### src/rtl/mem_ctrl_burst_if.sv
// mem_ctrl_burst_if
// Bundles the CPU-side request/response handshakes and the byte-wide RAM/IO
// bus of mem_ctrl_burst.
//   slave  : the controller's view (requests and mem_din in; readies,
//            responses and the RAM bus out)
//   master : the CPU core / RAM side (the opposite directions)
// Parameters must match those of the mem_ctrl_burst instance it connects to.
interface mem_ctrl_burst_if #(
  parameter int ADDR_WIDTH = 32,
  parameter int LINE_BYTES = 4,
  parameter int TAG_WIDTH  = 4
);
  // RAM / IO bus
  logic [7:0]              mem_din;
  logic [7:0]              mem_dout;
  logic [ADDR_WIDTH-1:0]   mem_aout;
  logic                    mem_rw;

  // Data port
  logic                    d_req_valid;
  logic                    d_req_ready;
  logic                    d_req_we;
  logic [ADDR_WIDTH-1:0]   d_req_addr;
  logic [31:0]             d_req_wdata;
  logic [1:0]              d_req_size;
  logic                    d_req_signed;
  logic [TAG_WIDTH-1:0]    d_req_tag;
  logic                    d_resp_valid;
  logic [31:0]             d_resp_data;
  logic [TAG_WIDTH-1:0]    d_resp_tag;

  // Instruction (line refill) port
  logic                    i_req_valid;
  logic                    i_req_ready;
  logic [ADDR_WIDTH-1:0]   i_req_addr;
  logic                    i_resp_valid;
  logic [8*LINE_BYTES-1:0] i_resp_line;
  logic [ADDR_WIDTH-1:0]   i_resp_addr;

  modport slave (
    input  mem_din,
    output mem_dout, mem_aout, mem_rw,
    input  d_req_valid, d_req_we, d_req_addr, d_req_wdata, d_req_size,
           d_req_signed, d_req_tag,
    output d_req_ready, d_resp_valid, d_resp_data, d_resp_tag,
    input  i_req_valid, i_req_addr,
    output i_req_ready, i_resp_valid, i_resp_line, i_resp_addr
  );

  modport master (
    output mem_din,
    input  mem_dout, mem_aout, mem_rw,
    output d_req_valid, d_req_we, d_req_addr, d_req_wdata, d_req_size,
           d_req_signed, d_req_tag,
    input  d_req_ready, d_resp_valid, d_resp_data, d_resp_tag,
    output i_req_valid, i_req_addr,
    input  i_req_ready, i_resp_valid, i_resp_line, i_resp_addr
  );
endinterface

### src/rtl/mem_ctrl_burst.sv
// mem_ctrl_burst
// Byte-serial memory controller between the CPU core and a single-port 8-bit
// RAM/IO bus. Arbitrates a data port (byte/half/word loads and stores) and an
// instruction port (LINE_BYTES cache-line refills), serialises each request
// into byte beats, and returns extended load data, store acks or whole lines.
// Ports:
//   clk            clock, rising edge
//   rst_in         asynchronous active-high reset
//   rdy_in         global enable; low freezes every register
//   flush          aborts loads/fetches, blocks acceptance in IDLE
//   io_buffer_full stalls store beats that target the IO region
//   bus            mem_ctrl_burst_if.slave: handshakes, responses, RAM bus
// The IO region is addr[17:16] == 2'b11, so ADDR_WIDTH must be at least 18.
module mem_ctrl_burst #(
  parameter int ADDR_WIDTH   = 32,
  parameter int LINE_BYTES   = 4,
  parameter int TAG_WIDTH    = 4,
  parameter int STARVE_LIMIT = 4
) (
  input  logic            clk,
  input  logic            rst_in,
  input  logic            rdy_in,
  input  logic            flush,
  input  logic            io_buffer_full,
  mem_ctrl_burst_if.slave bus
);
  localparam int OFF_W  = $clog2(LINE_BYTES);
  localparam int BEAT_W = OFF_W + 1;  // must count up to LINE_BYTES inclusive
  localparam logic [ADDR_WIDTH-1:0] LINE_MASK = ADDR_WIDTH'(LINE_BYTES - 1);

  typedef enum logic [1:0] {IDLE, LOAD, STORE, FETCH} state_t;

  state_t                  state_q, state_d;
  logic [BEAT_W-1:0]       beat_q, beat_d;
  logic [BEAT_W-1:0]       nbeats_q, nbeats_d;
  logic [ADDR_WIDTH-1:0]   base_q, base_d;
  logic [31:0]             wdata_q, wdata_d;
  logic                    signed_q, signed_d;
  logic [TAG_WIDTH-1:0]    tag_q, tag_d;
  logic [8*LINE_BYTES-1:0] line_q, line_d;
  logic [3:0]              starve_q, starve_d;

  logic                    d_resp_valid_q, d_resp_valid_d;
  logic [31:0]             d_resp_data_q, d_resp_data_d;
  logic [TAG_WIDTH-1:0]    d_resp_tag_q, d_resp_tag_d;
  logic                    i_resp_valid_q, i_resp_valid_d;
  logic [8*LINE_BYTES-1:0] i_resp_line_q, i_resp_line_d;
  logic [ADDR_WIDTH-1:0]   i_resp_addr_q, i_resp_addr_d;

  logic                    idle_open;
  logic                    starve_hit;
  logic                    d_fire, i_fire;
  logic [ADDR_WIDTH-1:0]   cur_addr, prev_addr;
  logic                    beat_live;
  logic                    store_stall;
  logic [7:0]              store_byte;

  // Zero/sign extension from the top byte actually fetched.
  function automatic logic [31:0] extend_load(input logic [31:0]       raw,
                                              input logic [BEAT_W-1:0] nbeats,
                                              input logic              sgn);
    logic [31:0] res;
    res = raw;
    if (nbeats == BEAT_W'(1))
      res = {{24{sgn & raw[7]}}, raw[7:0]};
    else if (nbeats == BEAT_W'(2))
      res = {{16{sgn & raw[15]}}, raw[15:0]};
    return res;
  endfunction

  // ---------------------------------------------------------------------
  // Handshake / arbitration
  // ---------------------------------------------------------------------
  assign idle_open  = (state_q == IDLE) && rdy_in && !flush && !rst_in;
  assign starve_hit = (starve_q == 4'(STARVE_LIMIT));

  // Data port wins ties unless the instruction port has lost STARVE_LIMIT
  // times in a row; the two readies are mutually exclusive when both valid.
  assign bus.d_req_ready = idle_open && !(bus.i_req_valid && starve_hit);
  assign bus.i_req_ready = idle_open && (starve_hit || !bus.d_req_valid);
  assign d_fire = bus.d_req_valid && bus.d_req_ready;
  assign i_fire = bus.i_req_valid && bus.i_req_ready;

  // ---------------------------------------------------------------------
  // Beat addressing (wraps naturally modulo 2^ADDR_WIDTH)
  // ---------------------------------------------------------------------
  assign cur_addr    = base_q + ADDR_WIDTH'(beat_q);
  assign prev_addr   = cur_addr - ADDR_WIDTH'(1);
  assign beat_live   = (state_q != IDLE) && (beat_q < nbeats_q);
  assign store_stall = (state_q == STORE) && (cur_addr[17:16] == 2'b11) &&
                       io_buffer_full;

  always_comb begin
    store_byte = 8'h00;
    for (int k = 0; k < 4; k++)
      if (beat_q == BEAT_W'(k)) store_byte = wdata_q[8*k +: 8];
  end

  // RAM bus drive
  always_comb begin
    bus.mem_aout = '0;
    bus.mem_dout = 8'h00;
    bus.mem_rw   = 1'b0;
    if (state_q == STORE) begin
      bus.mem_aout = cur_addr;
      bus.mem_dout = store_byte;
      bus.mem_rw   = rdy_in && !store_stall;
    end else if (state_q == LOAD || state_q == FETCH) begin
      if (!rdy_in) begin
        // While frozen, present the address of the byte still owed to the
        // capture register, so mem_din carries it again when rdy_in returns.
        if (beat_q != '0) bus.mem_aout = prev_addr;
      end else if (beat_live) begin
        bus.mem_aout = cur_addr;
      end
    end
  end

  // ---------------------------------------------------------------------
  // Next-state logic
  // ---------------------------------------------------------------------
  always_comb begin
    state_d        = state_q;
    beat_d         = beat_q;
    nbeats_d       = nbeats_q;
    base_d         = base_q;
    wdata_d        = wdata_q;
    signed_d       = signed_q;
    tag_d          = tag_q;
    line_d         = line_q;
    starve_d       = starve_q;
    d_resp_valid_d = d_resp_valid_q;
    d_resp_data_d  = d_resp_data_q;
    d_resp_tag_d   = d_resp_tag_q;
    i_resp_valid_d = i_resp_valid_q;
    i_resp_line_d  = i_resp_line_q;
    i_resp_addr_d  = i_resp_addr_q;

    // With rdy_in low everything holds, including a pending response pulse.
    if (rdy_in) begin
      d_resp_valid_d = 1'b0;
      i_resp_valid_d = 1'b0;

      unique case (state_q)
        IDLE: begin
          if (d_fire) begin
            state_d  = bus.d_req_we ? STORE : LOAD;
            base_d   = bus.d_req_addr;
            wdata_d  = bus.d_req_wdata;
            signed_d = bus.d_req_signed;
            tag_d    = bus.d_req_tag;
            beat_d   = '0;
            line_d   = '0;
            unique case (bus.d_req_size)
              2'd0:    nbeats_d = BEAT_W'(1);
              2'd1:    nbeats_d = BEAT_W'(2);
              default: nbeats_d = BEAT_W'(4);
            endcase
            if (bus.i_req_valid) starve_d = starve_q + 4'd1;
          end else if (i_fire) begin
            state_d  = FETCH;
            base_d   = bus.i_req_addr & ~LINE_MASK;
            nbeats_d = BEAT_W'(LINE_BYTES);
            beat_d   = '0;
            line_d   = '0;
            starve_d = 4'd0;
          end
        end

        LOAD, FETCH: begin
          if (flush) begin
            state_d = IDLE;
          end else begin
            // mem_din answers the address driven one cycle earlier, so in
            // the cycle with beat index k it carries byte k-1.
            for (int k = 0; k < LINE_BYTES; k++)
              if (beat_q == BEAT_W'(k + 1)) line_d[8*k +: 8] = bus.mem_din;
            if (beat_q == nbeats_q) begin
              state_d = IDLE;
              if (state_q == LOAD) begin
                d_resp_valid_d = 1'b1;
                d_resp_data_d  = extend_load(line_d[31:0], nbeats_q, signed_q);
                d_resp_tag_d   = tag_q;
              end else begin
                i_resp_valid_d = 1'b1;
                i_resp_line_d  = line_d;
                i_resp_addr_d  = base_q;
              end
            end else begin
              beat_d = beat_q + BEAT_W'(1);
            end
          end
        end

        STORE: begin
          // Stores ignore flush: a half-written word must not be left behind.
          if (!store_stall) begin
            if (beat_q == nbeats_q - BEAT_W'(1)) begin
              state_d        = IDLE;
              d_resp_valid_d = 1'b1;
              d_resp_data_d  = 32'h0;
              d_resp_tag_d   = tag_q;
            end else begin
              beat_d = beat_q + BEAT_W'(1);
            end
          end
        end

        default: state_d = IDLE;
      endcase
    end
  end

  // ---------------------------------------------------------------------
  // State registers
  // ---------------------------------------------------------------------
  always_ff @(posedge clk or posedge rst_in) begin
    if (rst_in) begin
      state_q        <= IDLE;
      beat_q         <= '0;
      nbeats_q       <= '0;
      base_q         <= '0;
      wdata_q        <= '0;
      signed_q       <= 1'b0;
      tag_q          <= '0;
      line_q         <= '0;
      starve_q       <= 4'd0;
      d_resp_valid_q <= 1'b0;
      d_resp_data_q  <= '0;
      d_resp_tag_q   <= '0;
      i_resp_valid_q <= 1'b0;
      i_resp_line_q  <= '0;
      i_resp_addr_q  <= '0;
    end else begin
      state_q        <= state_d;
      beat_q         <= beat_d;
      nbeats_q       <= nbeats_d;
      base_q         <= base_d;
      wdata_q        <= wdata_d;
      signed_q       <= signed_d;
      tag_q          <= tag_d;
      line_q         <= line_d;
      starve_q       <= starve_d;
      d_resp_valid_q <= d_resp_valid_d;
      d_resp_data_q  <= d_resp_data_d;
      d_resp_tag_q   <= d_resp_tag_d;
      i_resp_valid_q <= i_resp_valid_d;
      i_resp_line_q  <= i_resp_line_d;
      i_resp_addr_q  <= i_resp_addr_d;
    end
  end

  // Response pulses are only visible while enabled; a pulse registered just
  // before rdy_in dropped is therefore emitted once rdy_in returns.
  assign bus.d_resp_valid = d_resp_valid_q && rdy_in;
  assign bus.d_resp_data  = d_resp_data_q;
  assign bus.d_resp_tag   = d_resp_tag_q;
  assign bus.i_resp_valid = i_resp_valid_q && rdy_in;
  assign bus.i_resp_line  = i_resp_line_q;
  assign bus.i_resp_addr  = i_resp_addr_q;

endmodule
### src/flat_wrapper.sv
// flat-port wrapper written by rule: the top's interface ports become plain ports
module mem_ctrl_burst_flat 
#(
  parameter int ADDR_WIDTH   = 32,
  parameter int LINE_BYTES   = 4,
  parameter int TAG_WIDTH    = 4,
  parameter int STARVE_LIMIT = 4
)
  (clk, rst_in, rdy_in, flush, io_buffer_full, bus_mem_din, bus_mem_dout, bus_mem_aout, bus_mem_rw, bus_d_req_valid, bus_d_req_we, bus_d_req_addr, bus_d_req_wdata, bus_d_req_size, bus_d_req_signed, bus_d_req_tag, bus_d_req_ready, bus_d_resp_valid, bus_d_resp_data, bus_d_resp_tag, bus_i_req_valid, bus_i_req_addr, bus_i_req_ready, bus_i_resp_valid, bus_i_resp_line, bus_i_resp_addr);
  mem_ctrl_burst_if #(.ADDR_WIDTH(ADDR_WIDTH), .LINE_BYTES(LINE_BYTES), .TAG_WIDTH(TAG_WIDTH)) bus_i ();
  input  logic clk;
  input  logic rst_in;
  input  logic rdy_in;
  input  logic flush;
  input  logic io_buffer_full;
  input wire logic [$bits(bus_i.mem_din)-1:0] bus_mem_din;
  output wire logic [$bits(bus_i.mem_dout)-1:0] bus_mem_dout;
  output wire logic [$bits(bus_i.mem_aout)-1:0] bus_mem_aout;
  output wire logic [$bits(bus_i.mem_rw)-1:0] bus_mem_rw;
  input wire logic [$bits(bus_i.d_req_valid)-1:0] bus_d_req_valid;
  input wire logic [$bits(bus_i.d_req_we)-1:0] bus_d_req_we;
  input wire logic [$bits(bus_i.d_req_addr)-1:0] bus_d_req_addr;
  input wire logic [$bits(bus_i.d_req_wdata)-1:0] bus_d_req_wdata;
  input wire logic [$bits(bus_i.d_req_size)-1:0] bus_d_req_size;
  input wire logic [$bits(bus_i.d_req_signed)-1:0] bus_d_req_signed;
  input wire logic [$bits(bus_i.d_req_tag)-1:0] bus_d_req_tag;
  output wire logic [$bits(bus_i.d_req_ready)-1:0] bus_d_req_ready;
  output wire logic [$bits(bus_i.d_resp_valid)-1:0] bus_d_resp_valid;
  output wire logic [$bits(bus_i.d_resp_data)-1:0] bus_d_resp_data;
  output wire logic [$bits(bus_i.d_resp_tag)-1:0] bus_d_resp_tag;
  input wire logic [$bits(bus_i.i_req_valid)-1:0] bus_i_req_valid;
  input wire logic [$bits(bus_i.i_req_addr)-1:0] bus_i_req_addr;
  output wire logic [$bits(bus_i.i_req_ready)-1:0] bus_i_req_ready;
  output wire logic [$bits(bus_i.i_resp_valid)-1:0] bus_i_resp_valid;
  output wire logic [$bits(bus_i.i_resp_line)-1:0] bus_i_resp_line;
  output wire logic [$bits(bus_i.i_resp_addr)-1:0] bus_i_resp_addr;
  assign bus_i.mem_din = bus_mem_din;
  assign bus_mem_dout = bus_i.mem_dout;
  assign bus_mem_aout = bus_i.mem_aout;
  assign bus_mem_rw = bus_i.mem_rw;
  assign bus_i.d_req_valid = bus_d_req_valid;
  assign bus_i.d_req_we = bus_d_req_we;
  assign bus_i.d_req_addr = bus_d_req_addr;
  assign bus_i.d_req_wdata = bus_d_req_wdata;
  assign bus_i.d_req_size = bus_d_req_size;
  assign bus_i.d_req_signed = bus_d_req_signed;
  assign bus_i.d_req_tag = bus_d_req_tag;
  assign bus_d_req_ready = bus_i.d_req_ready;
  assign bus_d_resp_valid = bus_i.d_resp_valid;
  assign bus_d_resp_data = bus_i.d_resp_data;
  assign bus_d_resp_tag = bus_i.d_resp_tag;
  assign bus_i.i_req_valid = bus_i_req_valid;
  assign bus_i.i_req_addr = bus_i_req_addr;
  assign bus_i_req_ready = bus_i.i_req_ready;
  assign bus_i_resp_valid = bus_i.i_resp_valid;
  assign bus_i_resp_line = bus_i.i_resp_line;
  assign bus_i_resp_addr = bus_i.i_resp_addr;
  mem_ctrl_burst #(.ADDR_WIDTH(ADDR_WIDTH), .LINE_BYTES(LINE_BYTES), .TAG_WIDTH(TAG_WIDTH), .STARVE_LIMIT(STARVE_LIMIT)) u_core (.clk(clk), .rst_in(rst_in), .rdy_in(rdy_in), .flush(flush), .io_buffer_full(io_buffer_full), .bus(bus_i));
endmodule
### config.mk
export PLATFORM = sky130hd
export DESIGN_NAME = mem_ctrl_burst_flat
export DESIGN_NICKNAME = d
export VERILOG_FILES = /design/src/rtl/mem_ctrl_burst_if.sv /design/src/rtl/mem_ctrl_burst.sv /design/src/flat_wrapper.sv
export SDC_FILE = /design/constraint.sdc
export NUM_CORES = 1
export LEC_CHECK = 0
export ABC_AREA = 0
export BUFFER_PORTS_ARGS = -buffer_cell sky130_fd_sc_hd__buf_2
export CORE_ASPECT_RATIO = 1.2
export CORE_MARGIN = 10
export CORE_UTILIZATION = 44
export DETAILED_ROUTE_END_ITERATION = 6
export GPL_ROUTABILITY_DRIVEN = 0
export PLACE_DENSITY = 0.71
export SLEW_MARGIN = 20
export SYNTH_ARGS = -nofsm -noshare
export SYNTH_HDL_FRONTEND = slang
export SYNTH_SLANG_ARGS = --single-unit
### constraint.sdc
create_clock -name clk -period 8.5 [get_ports clk]
set_input_delay 1.275 -clock clk [delete_from_list [all_inputs] [get_ports clk]]
set_output_delay 1.275 -clock clk [all_outputs]
set_load 0.05 [all_outputs]
=== Word level (Yosys, flattened, before mapping) ===
Cells that the tools add are included.

* Register bits: 215
* Bits in latches: 0
* Memory bits (writable): 0
* ROM bits: 0
* Bits of input ports: 119
* Output and inout bits: 145
* Word-level logic and storage cells: 159
* Memories kept: 0

* $add $sub $neg: 5
* $mul: 0
* Div/mod/pow operators: 0
* $lt $le $gt $ge: 1
* Eq/ne operators: 24
* Shift operators: 0
* Multiplexer cells: 72
* Bitwise operators: 4
* Reductions and logical operators: 38

{| class="wikitable"
|+ Operators with widths
! kind !! count
|-
| 32-bit two-way mux || 17
|-
| 32-bit one-hot mux with 2 select lines || 2
|-
| 8-bit two-way mux || 15
|-
| 32-bit by 3-bit adder with 32-bit output || 1
|-
| 4-bit two-way mux || 8
|-
| 32-bit by 1-bit subtractor with 32-bit output, second input constant || 1
|-
| 3-bit two-way mux || 8
|-
| 1-bit logical AND || 14
|-
| 2-bit two-way mux || 7
|-
| 2-bit != test, second input constant || 6
|-
| 1-bit two-way mux || 10
|-
| 5-bit AND reduction || 2
|-
| 3-bit by 2-bit equality test with 1-bit output, second input constant || 3
|-
| 3-bit one-hot mux with 3 select lines || 1
|-
| 4-bit one-hot mux with 2 select lines || 1
|-
| 4-bit AND reduction || 2
|-
| 2-bit nonzero test || 4
|-
| 7-bit AND reduction || 1
|-
| 2-bit equality test, second input constant || 3
|-
| 3-bit by 1-bit equality test with 1-bit output, second input constant || 2
|-
| 3-bit equality test || 2
|-
| 2-bit one-hot mux with 3 select lines || 1
|-
| 3-bit one-hot mux with 2 select lines || 1
|-
| 3-bit AND reduction || 2
|-
| other kinds (20) || 30
|}

=== Depth between registers and ports, before layout ===
* Word-level depth: 12
* Depth in mapped cells: 13
* Mapped depth without buffers: 12

=== Worst setup path before layout ===
OpenSTA, ideal clock, no wires.

* Path type: reg-to-output
* Start point: register u_core.beat_q[0]
* End point: output bus_mem_aout[20]
* Arrival time: 3.951 ns
* Data required time: 7.225 ns
* Setup slack: 3.274 ns
* Stages on the path, launching flop included: 11
* Buffers on the path: 0
* Cell sequence: dfrtp_1 -> ha_1 -> inv_1 -> fa_1 -> nand2b_2 -> a2111oi_4 -> nand3_4 -> o31a_1 -> nor3_1 -> nand2_1 -> o21ai_0

* Cells in the longest elaborated chain, start to end: 6
* Elaborated cells between the ends (all ways): 10
* Classes of those cells: add/sub: 2; order compare: 1; mux: 5; reduce/logical: 2

{| class="wikitable"
|+ RTL lines
! item !! line !! text
|-
| start: declaration || mem_ctrl_burst.sv:34 || <nowiki>logic [BEAT_W-1:0] beat_q, beat_d;</nowiki>
|-
| start signal: assignment || mem_ctrl_burst.sv:236 || <nowiki>beat_q <= beat_d;</nowiki>
|-
| 32-bit by 3-bit adder with 32-bit output / 3-bit less-than comparator (equally long branches) || mem_ctrl_burst.sv:87, mem_ctrl_burst.sv:89 ||
|-
| 32-bit by 1-bit subtractor with 32-bit output / 1-bit logical AND (equally long branches) || mem_ctrl_burst.sv:88, mem_ctrl_burst.sv:89 ||
|-
| 32-bit two-way mux, on equally long branches || mem_ctrl_burst.sv:112, mem_ctrl_burst.sv:113 ||
|-
| 32-bit two-way mux || mem_ctrl_burst.sv:109 || <nowiki>if (!rdy_in) begin</nowiki>
|-
| 32-bit two-way mux || mem_ctrl_burst.sv:108 || <nowiki>end else if (state_q == LOAD || state_q == FETCH) begin</nowiki>
|-
| 32-bit two-way mux * || mem_ctrl_burst.sv:104 || <nowiki>if (state_q == STORE) begin</nowiki>
|-
| end: declaration || flat_wrapper.sv:18 || <nowiki>output wire logic [$bits(bus_i.mem_aout)-1:0] bus_mem_aout;</nowiki>
|}

Every way passes the cells marked *; elsewhere a longest branch is shown, timed or not.

=== Final worst setup path ===
* Start point: register u_core.beat_q[0]
* End point: output bus_mem_aout[28]

Same word-level chain as after synthesis.

==> flow_metrics.py <==
metrics = {
    "clocking": {
        "clockBufferDepth": 3,
        "clock-sinks": 215,
        "cts-root-buf": "clkbuf_16",
        "ctsResizeCount": 0,
        "cts_buffers": 23,
        "path_clk_slew_ns": 0.06,
        "tritoncts": "built",
        "ctsHtreeMaxLevel": 1,
        "clk_latency_ns": 0.52,
        "cts_hold_buf": 0,
        "post_cts_buffers": 0,
    },
    "global_routing": {
        "grt_pass1_wl_um": 55200,
        "grt_pass1_vias": 10200,
        "antenna_found_initial": 3,
        "grt_overflow": 0,
        "track_usage_pct": 20.0,
        "grt_max_degree": 143,
    },
    "sta": {
        "finalSetupViolCount": 0,
        "fin_skew_ns": 0.0220,
        "period_needed_ns": 5.99,
        "post-route-period-util_pct": 70.5,
        "report.final.hold_viol_count": 0,
        "report.final.slew_viol_count": 0,
        "max_freq_ghz": 0.167,
        "rsz0062_at_grt": "no",
        "fin_setup_tns_ns": 0,
        "whs_ns": 0.467,
        "finalWorstSetupSlack_ns": 2.51,
        "tightest_slew_ns": 0.994,
        "max-slew-margin-rel_pct": 33.7,
    },
    "synth": {
        "syn_area_per_cell_sq_um": 9.03,
        "synth_edf_count": 0,
        "synth_largest_area_cell": "dfrtp_1",
        "synthTopCellsByArea": "dfrtp_1 (46%), nand2_1 (8.3%), mux2i_1 (5.0%), o21ai_0 (4.6%), mux2_2 (3.6%)",
        "syn_nets": 1436,
        "synth_top_area_share_pct": 45.9,
        "synth-seq-cells": 215,
        "synthCells": 1299,
        "ys_warn_count": 0,
        "netlist_area_sq_um": 11700,
        "yosysUniqueCellTypes": 69,
        "ys_seq_area_share_pct": 45.9,
        "synth-main-ff-cell": "dfrtp_1",
        "synth-async-reset-ratio_pct": 100,
    },
    "floorplan": {
        "rows": 65,
        "ios": 264,
        "fp.dieH_um": 199,
        "die_area_sq_um": 33600,
        "initial_core_util_pct": 44.6,
        "core_area_sq_um": 26300,
        "dieWidth_um": 169,
    },
    "drt": {
        "highest_layer": "met5",
        "wl_um": 34700,
        "drt_iter0_drc": 829,
        "viasPerCell": 5.53,
        "wl_met3_um": 2510,
        "ant_nets": 0,
        "drt_pass1_iterations": 5,
        "drt-met1-wl_um": 14500,
        "routedWlPerCell_um": 18.7,
        "dr_wl_met2_um": 16700,
        "route.detailed.drc": 0,
        "vias": 10300,
    },
    "setup_path": {
        "end_kind": "output port",
        "crit_path_max_fanout": 8,
        "crit_arrival_ns": 4.71,
        "cp-start-kind": "register",
        "crit_type": "register to output port",
        "required_ns": 7.22,
    },
    "run": {
        "cap_violations": 0,
    },
    "final_layout": {
        "area.growth.synth_to_final_pct": 18.8,
        "nNetsFinal": 1645,
        "final_util_pct": 53.0,
        "drive_gt1_share_pct": 24.1,
    },
    "place": {
        "place_ws_ns": 3.14,
        "io_buffers": 261,
        "dp_hpwl_um": 25100,
    },
    "power_and_ir_drop": {
        "totalPowerFinal_mw": 5.84,
        "p_leak_nw": 7.14,
        "vdd_drop_max_mv": 0.263,
        "power_density_nw_per_um2": 419,
    },
    "min_path": {
        "min_path_type": "register to register",
    },
    "status": {
        "outcome": "complete, no violations",
    },
}
## final timing paths
check / startpoint / endpoint / slack, ns / depth (start not counted)
worst max-delay path: u_core.beat_q[0] / bus_mem_aout[28] / 2.51 / 12
worst min-delay path: u_core.tag_q[3] / u_core.tag_q[3] / 0.47 / 2
worst max register to register: u_core.beat_q[0] / u_core.bus.d_resp_tag[2] / 4.23 / 11
worst min register to register: u_core.tag_q[3] / u_core.tag_q[3] / 0.47 / 2
max in group asynchronous: rst_in / u_core.bus.i_resp_line[7] / 5.99 / 3
min in group asynchronous: rst_in / u_core.state_q[1] / 1.00 / 2
## layout make-up
| type | count | area [sq um] |
|---|---|---|
| diodes | 2 | 5.00 |
| well taps | 335 | 419 |
| clock buffers | 34 | 657 |
| fillers | 2423 | 12300 |
| multi-input cells | 973 | 5930 |
| flip-flops and latches | 215 | 5380 |
| clock inverters | 5 | 55.1 |
| inverters | 22 | 90.1 |
| repair buffers | 273 | 1400 |
## power breakdown
group          internal [mW]  leakage [nW]  switching, mW  total [mW]
combinational          0.891          4.03           2.14        3.04
clock                  0.562         0.343          0.409       0.971
sequential              1.43          2.76          0.395        1.83
## cells by family after synthesis
logic type                 Yosys count  share of synthesized area (%)
and+or+nand+nor                    469                           18.1
AOI/OAI and AO/OA                  343                           18.1
DFF                                215                           45.9
buffers and inverters              111                           3.79
muxes                               96                           8.60
xor gates and xnor gates            47                           3.51
adders and majority gates           18                           1.99
## flip-flops by register name, indices dropped and copies added (netlist names), 4 cells and up
register,count
u_core.bus.i_resp_line,32
u_core.tag_q,4
u_core.bus.d_resp_data,32
u_core.line_q,32
u_core.bus.d_resp_tag,4
u_core.starve_q,4
u_core.wdata_q,32
u_core.bus.i_resp_addr,32
u_core.base_q,32
## Yosys cell counts, drive strengths merged (16+ instances only)
master,count
dfrtp,215
o22ai,16
ha,17
a22oi,32
buf,20
xor2,20
nand2,259
mux2,38
o31ai,39
nor2,75
nor2b,16
inv,22
and3,17
o21ai,112
clkbuf,69
nor3,22
mux2i,58
nand3,26
xnor2,27
a21oi,82
## placed cells by master, fill, tap and decap left out, types with 20 or more instances in the layout
cell and n:
inv_1 21, o31ai_1 39, xnor2_1 27, buf_2 261, mux2i_1 58, a21oi_1 82
nand3_1 24, o21ai_0 106, dfrtp_1 215, nand2_1 257, nor2_1 75, nor3_1 20
xor2_1 20, a22oi_1 32, mux2_2 38, clkbuf_16 23
## metrics by stage
stage | std cells | cell area, sq um
6_report | 1859 | 13900
3_3_place_gp | 1818 | 13200
3_5_place_dp | 1818 | 13200
2_1_floorplan | 1299 | 11700
5_1_grt | 1858 | 13900
4_1_cts | 1857 | 13900
## routing by layer
| metal | vias to the layer above | track usage, % |
|---|---|---|
| li1 | 5009 | - |
| met1 | 4861 | 24.9 |
| met2 | 331 | 33.4 |
| met3 | 78 | 4.76 |
| met4 | 2 | 6.46 |
| met5 | - | 0 |
## critical path: stages, from the launching register on
cell	delay, ns
dfrtp_1	0.43
ha_1	0.27
inv_1	0.09
fa_1	0.48
nand2b_2	0.26
a2111oi_4	0.71
nand3_4	0.17
o31a_1	0.36
nor3_2	0.48
nand4_1	0.18
or3_1	0.34
nand3_1	0.13
buf_2	0.29
No activity file was read; power rests on OpenSTA's default activity.
